File: src/rtl/mem_arb_pkg.sv
// ============================================================================
// Module : mem_arb_pkg
// Brief  : Shared state encoding and default sizing for mem_port_arbiter.
// Rev    : 1.0
// ============================================================================
`default_nettype none

package mem_arb_pkg;

    localparam int DEFAULT_AW          = 32;
    localparam int DEFAULT_DW          = 32;
    localparam int DEFAULT_MAX_D_BURST = 4;
    localparam int DEFAULT_TIMEOUT     = 255;

    typedef enum logic [1:0] {
        ST_IDLE    = 2'd0,
        ST_BUSY_IF = 2'd1,
        ST_BUSY_D  = 2'd2
    } state_t;

endpackage

`default_nettype wire

File: src/rtl/mem_arb_wdog.sv
// ============================================================================
// Module : mem_arb_wdog
// Brief  : Busy-cycle watchdog; load clears, expire flags the last allowed cycle.
// Rev    : 1.0
// ============================================================================
`default_nettype none

module mem_arb_wdog
    import mem_arb_pkg::*;
#(
    parameter int W     = 16,
    parameter int LIMIT = DEFAULT_TIMEOUT
) (
    input  logic clk,
    input  logic rst,
    input  logic load,
    input  logic en,
    output logic expire
);

    localparam logic [W-1:0] C_LAST = W'(LIMIT - 1);

    logic [W-1:0] r_cnt;

    always_ff @(posedge clk or posedge rst) begin
        if (rst) begin
            r_cnt <= '0;
        end else if (load) begin
            r_cnt <= '0;
        end else if (en && !expire) begin
            r_cnt <= r_cnt + W'(1);
        end
    end

    assign expire = en && (r_cnt == C_LAST);

endmodule

`default_nettype wire

File: src/rtl/mem_port_arbiter.sv
// ============================================================================
// Module : mem_port_arbiter
// Brief  : Shares one memory port between fetch and load/store requesters.
//          Optional busy watchdog: define MEM_PORT_ARB_TIMEOUT_EN.
// Rev    : 1.0
// ============================================================================
`default_nettype none

module mem_port_arbiter
    import mem_arb_pkg::*;
#(
    parameter int AW          = DEFAULT_AW,
    parameter int DW          = DEFAULT_DW,
    parameter int MAX_D_BURST = DEFAULT_MAX_D_BURST,
    parameter int TIMEOUT_CYC = DEFAULT_TIMEOUT
) (
    input  logic          clk,
    input  logic          rst,
    input  logic          if_req,
    input  logic [AW-1:0] if_addr,
    output logic [DW-1:0] if_rdata,
    output logic          if_ack,
    input  logic          d_req,
    input  logic          d_we,
    input  logic [3:0]    d_be,
    input  logic [AW-1:0] d_addr,
    input  logic [DW-1:0] d_wdata,
    output logic [DW-1:0] d_rdata,
    output logic          d_ack,
    output logic          m_req,
    output logic          m_we,
    output logic [3:0]    m_be,
    output logic [AW-1:0] m_addr,
    output logic [DW-1:0] m_wdata,
    input  logic [DW-1:0] m_rdata,
    input  logic          m_ready,
    output logic          stall,
    output logic          bus_err
);

    localparam int           BW    = $clog2(MAX_D_BURST + 1);
    localparam logic [BW-1:0] C_MAX = BW'(MAX_D_BURST);

    state_t        r_state;
    logic [BW-1:0] r_burst;
    logic          w_if_live;
    logic          w_d_live;
    logic          w_idle_ok;
    logic          w_grant_if;
    logic          w_grant_d;
    logic          w_expire;

    assign w_if_live = if_req && !if_ack;
    assign w_d_live  = d_req && !d_ack;

    // No grant in an ack cycle: the finished requester still holds its req,
    // and the 3-cycle transaction rhythm keeps burst accounting predictable.
    assign w_idle_ok  = (r_state == ST_IDLE) && !(if_ack || d_ack);
    assign w_grant_if = w_idle_ok && w_if_live && ((r_burst == C_MAX) || !w_d_live);
    assign w_grant_d  = w_idle_ok && w_d_live && !w_grant_if;

    assign stall = w_if_live || w_d_live;

`ifdef MEM_PORT_ARB_TIMEOUT_EN
    mem_arb_wdog #(
        .W     (16),
        .LIMIT (TIMEOUT_CYC)
    ) u_wdog (
        .clk    (clk),
        .rst    (rst),
        .load   (w_grant_if || w_grant_d),
        .en     (r_state != ST_IDLE),
        .expire (w_expire)
    );
`else
    assign w_expire = 1'b0;
`endif

    always_ff @(posedge clk or posedge rst) begin
        if (rst) begin
            r_state  <= ST_IDLE;
            r_burst  <= '0;
            m_req    <= 1'b0;
            m_we     <= 1'b0;
            m_be     <= 4'h0;
            m_addr   <= '0;
            m_wdata  <= '0;
            if_rdata <= '0;
            d_rdata  <= '0;
            if_ack   <= 1'b0;
            d_ack    <= 1'b0;
            bus_err  <= 1'b0;
        end else begin
            if_ack  <= 1'b0;
            d_ack   <= 1'b0;
            bus_err <= 1'b0;
            if (!if_req) begin
                r_burst <= '0;
            end
            case (r_state)
                ST_IDLE: begin
                    if (w_grant_if) begin
                        r_state <= ST_BUSY_IF;
                        m_req   <= 1'b1;
                        m_we    <= 1'b0;
                        m_be    <= 4'hF;
                        m_addr  <= if_addr;
                        m_wdata <= '0;
                        r_burst <= '0;
                    end else if (w_grant_d) begin
                        r_state <= ST_BUSY_D;
                        m_req   <= 1'b1;
                        m_we    <= d_we;
                        m_be    <= d_be;
                        m_addr  <= d_addr;
                        m_wdata <= d_wdata;
                        if (if_req && (r_burst != C_MAX)) begin
                            r_burst <= r_burst + BW'(1);
                        end
                    end
                end
                ST_BUSY_IF: begin
                    if (m_ready || w_expire) begin
                        m_req    <= 1'b0;
                        if_rdata <= m_ready ? m_rdata : '0;
                        if_ack   <= 1'b1;
                        bus_err  <= !m_ready;
                        r_state  <= ST_IDLE;
                    end
                end
                ST_BUSY_D: begin
                    if (m_ready || w_expire) begin
                        m_req <= 1'b0;
                        if (!m_ready) begin
                            d_rdata <= '0;
                        end else if (!m_we) begin
                            d_rdata <= m_rdata;
                        end
                        d_ack   <= 1'b1;
                        bus_err <= !m_ready;
                        r_state <= ST_IDLE;
                    end
                end
                default: r_state <= ST_IDLE;
            endcase
        end
    end

endmodule

`default_nettype wire

File: config.mk
export PLATFORM = sky130hd
export DESIGN_NAME = mem_port_arbiter
export DESIGN_NICKNAME = d
export VERILOG_FILES = /design/src/rtl/mem_arb_pkg.sv /design/src/rtl/mem_arb_wdog.sv /design/src/rtl/mem_port_arbiter.sv
export SDC_FILE = /design/constraint.sdc
export NUM_CORES = 1
export LEC_CHECK = 0
export ABC_CLOCK_PERIOD_IN_PS = 6200
export BUFFER_PORTS_ARGS = -buffer_cell sky130_fd_sc_hd__buf_2
export CAP_MARGIN = 30
export CORE_AREA = 2 2 120 122
export DETAILED_ROUTE_END_ITERATION = 12
export DIE_AREA = 0 0 122 124
export GPL_ROUTABILITY_DRIVEN = 0
export PLACE_DENSITY = 0.73
export SYNTH_ARGS = -nofsm -noshare
export SYNTH_HDL_FRONTEND = slang
export SYNTH_SLANG_ARGS = --single-unit
File: constraint.sdc
create_clock -name clk -period 6.2 [get_ports clk]
set_clock_uncertainty 0.2 [all_clocks]
set_input_delay 0.62 -clock clk [delete_from_list [all_inputs] [get_ports clk]]
set_output_delay 0.62 -clock clk [all_outputs]
set_load 0.01 [all_outputs]
=== Word-level counts from Yosys, hierarchy flattened ===
Cells that the tools add are included.

* Output and inout bits: 138
* Bits in read-only memories: 0
* Word-level logic and storage cells: 72
* Memories kept: 0
* Memory bits (writable): 0
* Bits in latches: 0
* Bits in registers: 142

* Bitwise logic cells: 1
* Eq/ne operators: 6
* $mul: 0
* Order comparisons: 0
* $add $sub $neg: 1
* Divide/modulo/power cells: 0
* Shift-type cells: 0
* Multiplexer cells: 26
* Reductions and logical operators: 26

{| class="wikitable"
|+ Operator list
! kind !! number
|-
| 2-to-1 mux 32 bit || 4
|-
| 2-to-1 mux 3 bit || 5
|-
| 2-to-1 mux 1 bit || 10
|-
| logical AND 1 bit || 8
|-
| 2-to-1 mux 4 bit || 2
|-
| logical NOT 1 bit || 6
|-
| 2-to-1 mux 2 bit || 3
|-
| inequality test 3 bit (second input constant) || 2
|-
| AND reduction 2 bit || 3
|-
| AND reduction 3 bit || 2
|-
| one-hot mux 2 bit (2 select lines) || 1
|-
| nonzero test 2 bit || 2
|-
| adder 3 x 1 -> 3 bit (second input constant) || 1
|-
| equality test 3 bit (second input constant) || 1
|-
| logical OR 1 bit || 3
|-
| equality test 2 x 1 -> 1 bit (second input constant) || 1
|-
| equality test 2 bit (second input constant) || 1
|-
| logical NOT 2 bit || 1
|-
| inequality test 2 x 1 -> 1 bit (second input constant) || 1
|-
| one-hot mux 1 bit (2 select lines) || 1
|-
| OR reduction 2 bit || 1
|-
| inverter 1 bit || 1
|}

=== Logic depth before layout (Yosys ltp) ===
* Depth in word-level cells: 10
* Gate-level depth with buffers: 9

=== Least setup slack after synthesis ===
Ideal clock, no wire load.

* Path kind: reg-to-reg
* Start: register r_state[0]
* End: register m_wdata[10]
* Path slack: 4.332 ns
* Cell stages (with the launch flop): 8
* Period minus slack after synthesis: 1.868 ns
* Arrival time: 1.547 ns
* Required time: 5.879 ns
* Library setup time: 0.121 ns
* Path through: dfrtp_1 -> inv_1 -> ha_1 -> buf_4 -> nor3b_4 -> o21ai_2 -> clkbuf_1 -> a22o_1

* Longest elaborated chain between the ends: 8
* Elaborated cells on any way between the ends: 10
* Those cells by class: mux: 1; reduce/logical: 9

{| class="wikitable"
|+ Ends and longest elaborated chain
! item !! RTL line !! text
|-
| start: declaration || mem_port_arbiter.sv:44 || <nowiki>state_t r_state;</nowiki>
|-
| start signal: assignment || mem_port_arbiter.sv:81 || <nowiki>r_state <= ST_IDLE;</nowiki>
|-
| start signal: assignment || mem_port_arbiter.sv:103 || <nowiki>r_state <= ST_BUSY_IF;</nowiki>
|-
| start signal: assignment || mem_port_arbiter.sv:111 || <nowiki>r_state <= ST_BUSY_D;</nowiki>
|-
| logical NOT 2 bit (*) || mem_port_arbiter.sv:58, mem_port_arbiter.sv:100 ||
|-
| logical AND 1 bit || mem_port_arbiter.sv:58 || <nowiki>assign w_idle_ok = (r_state == ST_IDLE) && !(if_ack || d_ack);</nowiki>
|-
| logical AND 1 bit (2 in series) || mem_port_arbiter.sv:59 || <nowiki>assign w_grant_if = w_idle_ok && w_if_live && ((r_burst == C_MAX) || !w_d_live);</nowiki>
|-
| logical NOT 1 bit || mem_port_arbiter.sv:60 || <nowiki>assign w_grant_d = w_idle_ok && w_d_live && !w_grant_if;</nowiki>
|-
| logical AND 1 bit || mem_port_arbiter.sv:60 ||
|-
| nonzero test 2 bit (no source line) || -- ||
|-
| AND reduction 2 bit (no source line) || -- ||
|-
| end signal: assignment || mem_port_arbiter.sv:116 || <nowiki>m_wdata <= d_wdata;</nowiki>
|-
| end: declaration || mem_port_arbiter.sv:34 || <nowiki>output logic [DW-1:0] m_wdata,</nowiki>
|}

Mark *: on every way between the ends. The rest lies on a longest branch, timed or not.
A chain may end at the register's enable or synchronous reset.

=== Worst setup path after layout ===
* Start: register r_state[0]
* End: register r_burst[1]

* Longest elaborated chain between the ends: 9
* Elaborated cells on any way between the ends: 10
* Those cells by class: mux: 3; reduce/logical: 7

{| class="wikitable"
|+ Ends and longest elaborated chain
! item !! RTL line !! text
|-
| logical NOT 2 bit (*) || mem_port_arbiter.sv:58, mem_port_arbiter.sv:100 ||
|-
| logical AND 1 bit || mem_port_arbiter.sv:58 ||
|-
| logical AND 1 bit (2 in series) || mem_port_arbiter.sv:59 ||
|-
| logical NOT 1 bit || mem_port_arbiter.sv:60 ||
|-
| logical AND 1 bit || mem_port_arbiter.sv:60 ||
|-
| 2-to-1 mux 3 bit || mem_port_arbiter.sv:110 || <nowiki>end else if (w_grant_d) begin</nowiki>
|-
| 2-to-1 mux 3 bit || mem_port_arbiter.sv:102 || <nowiki>if (w_grant_if) begin</nowiki>
|-
| 2-to-1 mux 3 bit (*) || mem_port_arbiter.sv:100 || <nowiki>case (r_state)</nowiki>
|-
| end signal: assignment || mem_port_arbiter.sv:118 || <nowiki>r_burst <= r_burst + BW'(1);</nowiki>
|-
| end: declaration || mem_port_arbiter.sv:45 || <nowiki>logic [BW-1:0] r_burst;</nowiki>
|}

Marked as above.

==> qor.txt <==
Port Buffer Count = 274
Crit. End Element = flip-flop
Initial Util = 41.9%
Core area = 13700 um2
RSZ-0062 raised after global routing = false
First-pass GRT wire length = 23300 um
Ys flop type = dfrtp_1
EDFF count, synth = 0
Routed wire length = 15400 um
Die width = 122 um
Mapped Cells = 480
Most frequent cells in the layout = buf_2 (274), dfrtp_1 (141), nand2_1 (92)
Antenna violations before repair = 0
DP Worst Slack = 3.70 ns
Seq/Total Area, Yosys = 61.4%
Post-route minimum period = 2.52 ns
Crit Path Category = flip-flop to flip-flop
Die area = 15100 um2
Combinational power share = 38.2%
Outcome = finished clean
Final Hold Viols = 0
FMAX = 397 MHz
Power Internal = 2.75 mW
DR vias = 4731
CP Max Fanout = 44
Peak VDD IR = 0.314 mV
Sw power = 1.50 mW
CTS sink count = 141
Final ANT Viol Nets = 0
CTS tree = done
Sum Neg Setup Slack = 0 ns
Reg clk slew, reported paths = 0.06 ns
GRT Resource Usage Total = 20.2%
#FFs+latches synth = 141
P&R area growth vs syn = 36.6%
Total CTS buffers = 17
Hold Crit Class = input port to asynchronous set/reset pin
Setup-failing EPs final = 0
Leak = 4.05 nW
Yosys cell types = 32
WL per Instance = 16.4 um
Most common cell after layout, fill and taps aside = buf_2
Net count after synthesis = 624
Ys async rst share = 100%
Maxcap violations = 0
Synth warnings = 0
CP Launch Type = flip-flop
Met2 wire len = 7620 um
R2R Setup Slk = 3.68 ns
Worst-Skew Late Latency = 0.42 ns
Worst Path Arrival = 2.67 ns
CTS H-tree lvls = 4
Vias in the first global route = 4733
Via density = 5.02
Final layout net count = 893
1st-iter DRT viols = 239
Post-CTS sizing = 0
Overall power = 4.24 mW
WP data required = 6.35 ns
Grt ovf = 0
Hold_buf cts = 0
Cell area after synthesis = 5750 um2
Slew Limit Fails = 0
Share of layout cells above drive strength 1 = 49.9%
Sequential power share = 37.6%
Die Span Y = 124 um
Worst r2r src = r_state[0]
Mean Syn Cell Area = 12.0 um2
Worst-case clock buffer depth = 2
Reg2reg end = r_burst[1]
Top sig layer = met4
Max_slew headroom = 37.9%
Worst reg2reg path depth = 7
DRC viols = 0
Postcts setup bufs = 0
Worst-margin pin slew = 0.932 ns
Placed wire-length estimate = 11100 um
Clk pwr share = 24.2%
Clk root buf = clkbuf_16
PwrDens = 540 nW/um2
I/O pins = 276
Antenna diodes = 0
Sw Share = 35.3%
Metal3 WL = 1750 um
Final setup margin = 3.68 ns
Pre-antenna DRT Iters = 5
FP Rows = 43
Pin count of the biggest net entering global routing = 78
Final Util = 57.2%
Metal-1 WL = 5960 um
Post-route clock period utilization = 40.7%
[synthesized netlist by cell type (all sizes together) (2+ instances only)]
library cell,number,area (um2)
o21a,2,15.0
ha,6,75.1
o22a,2,17.5
a22o,25,219
clkbuf,15,56.3
nand2b,4,25.0
o22ai,4,25.0
a21oi,12,60.1
o21ai,4,23.8
mux2,64,721
nand3,4,20.0
dfrtp,141,3530
buf,16,129
nand2,92,345
nor2b,3,18.8
a31oi,33,206
inv,8,30.0
and2,4,25.0
nor2,32,120
[power by group through the flow]
stage | Clock, mW | Combinational, mW | Sequential, mW
CTS | 1.05 | 1.64 | 1.59
global route | 1.10 | 1.78 | 1.65
finish | 1.03 | 1.62 | 1.60
detailed placement | 0 | 1.64 | 1.60
global placement | 0 | 1.58 | 1.58
floorplan | 0 | 0.772 | 1.79
[through the flow]
step,hold WS (ns),std cells,instance area (um2)
finish,0.0578,942,7850
floorplan,0.329,480,5750
CTS,0.0761,941,7820
global placement,0.271,908,7210
detailed placement,0.283,909,7230
global route,0.0993,942,7850
[worst max-delay path, stage by stage, from the launching register on]
cell and delay [ns]:
dfrtp_1 0.40, inv_1 0.12, ha_1 0.36, and4bb_1 0.27, buf_4 0.43, o21ai_0 0.32
o22ai_1 0.20, and2_1 0.15
[worst max path at each step]
stage                    start         end  slack, ns  cells past startpoint
finish              r_state[0]  r_burst[1]       3.68                      7
global route        r_state[1]  r_burst[2]       3.42                      6
CTS                 r_state[0]  r_burst[2]       3.69                      6
detailed placement  r_state[0]  r_burst[2]       3.70                      6
global placement    r_state[0]  r_burst[2]       3.82                      6
floorplan                  rst       d_ack       1.60                      1
[area by class of cell]
cell class                      count  area (um2)
Fill cell                        1141        5870
Multi-Input combinational cell    300        2020
Clock inverter                     14         166
Timing Repair Buffer              281        1450
Sequential cell                   141        3530
Clock buffer                       18         429
Inverter                            8        35.0
Tap cell                          180         225
[metal layers]
layer	track usage, %	vias up
li1	-	2202
met1	22.9	2313
met2	33.3	207
met3	9.20	9
met4	8.12	0
met5	0	-
[flip-flops by register name (all words and copies together) (netlist names), 2 cells and up]
signal	count
r_state	2
d_rdata	32
m_wdata	32
m_be	4
r_burst	3
if_rdata	32
m_addr	32
[cell families (layout without fill, tap and decap cells)]
kind of cell,after synthesis,after routing,share of synthesized area (%)
mux,65,65,12.7
other cells,1,1,0.0652
compound gates,85,85,10.4
flops,141,141,61.4
simple gates,143,143,10.4
fa+ha+maj,6,6,1.31
buf+inv,39,321,3.74
Note: power is estimated with default switching activity, not from simulation.
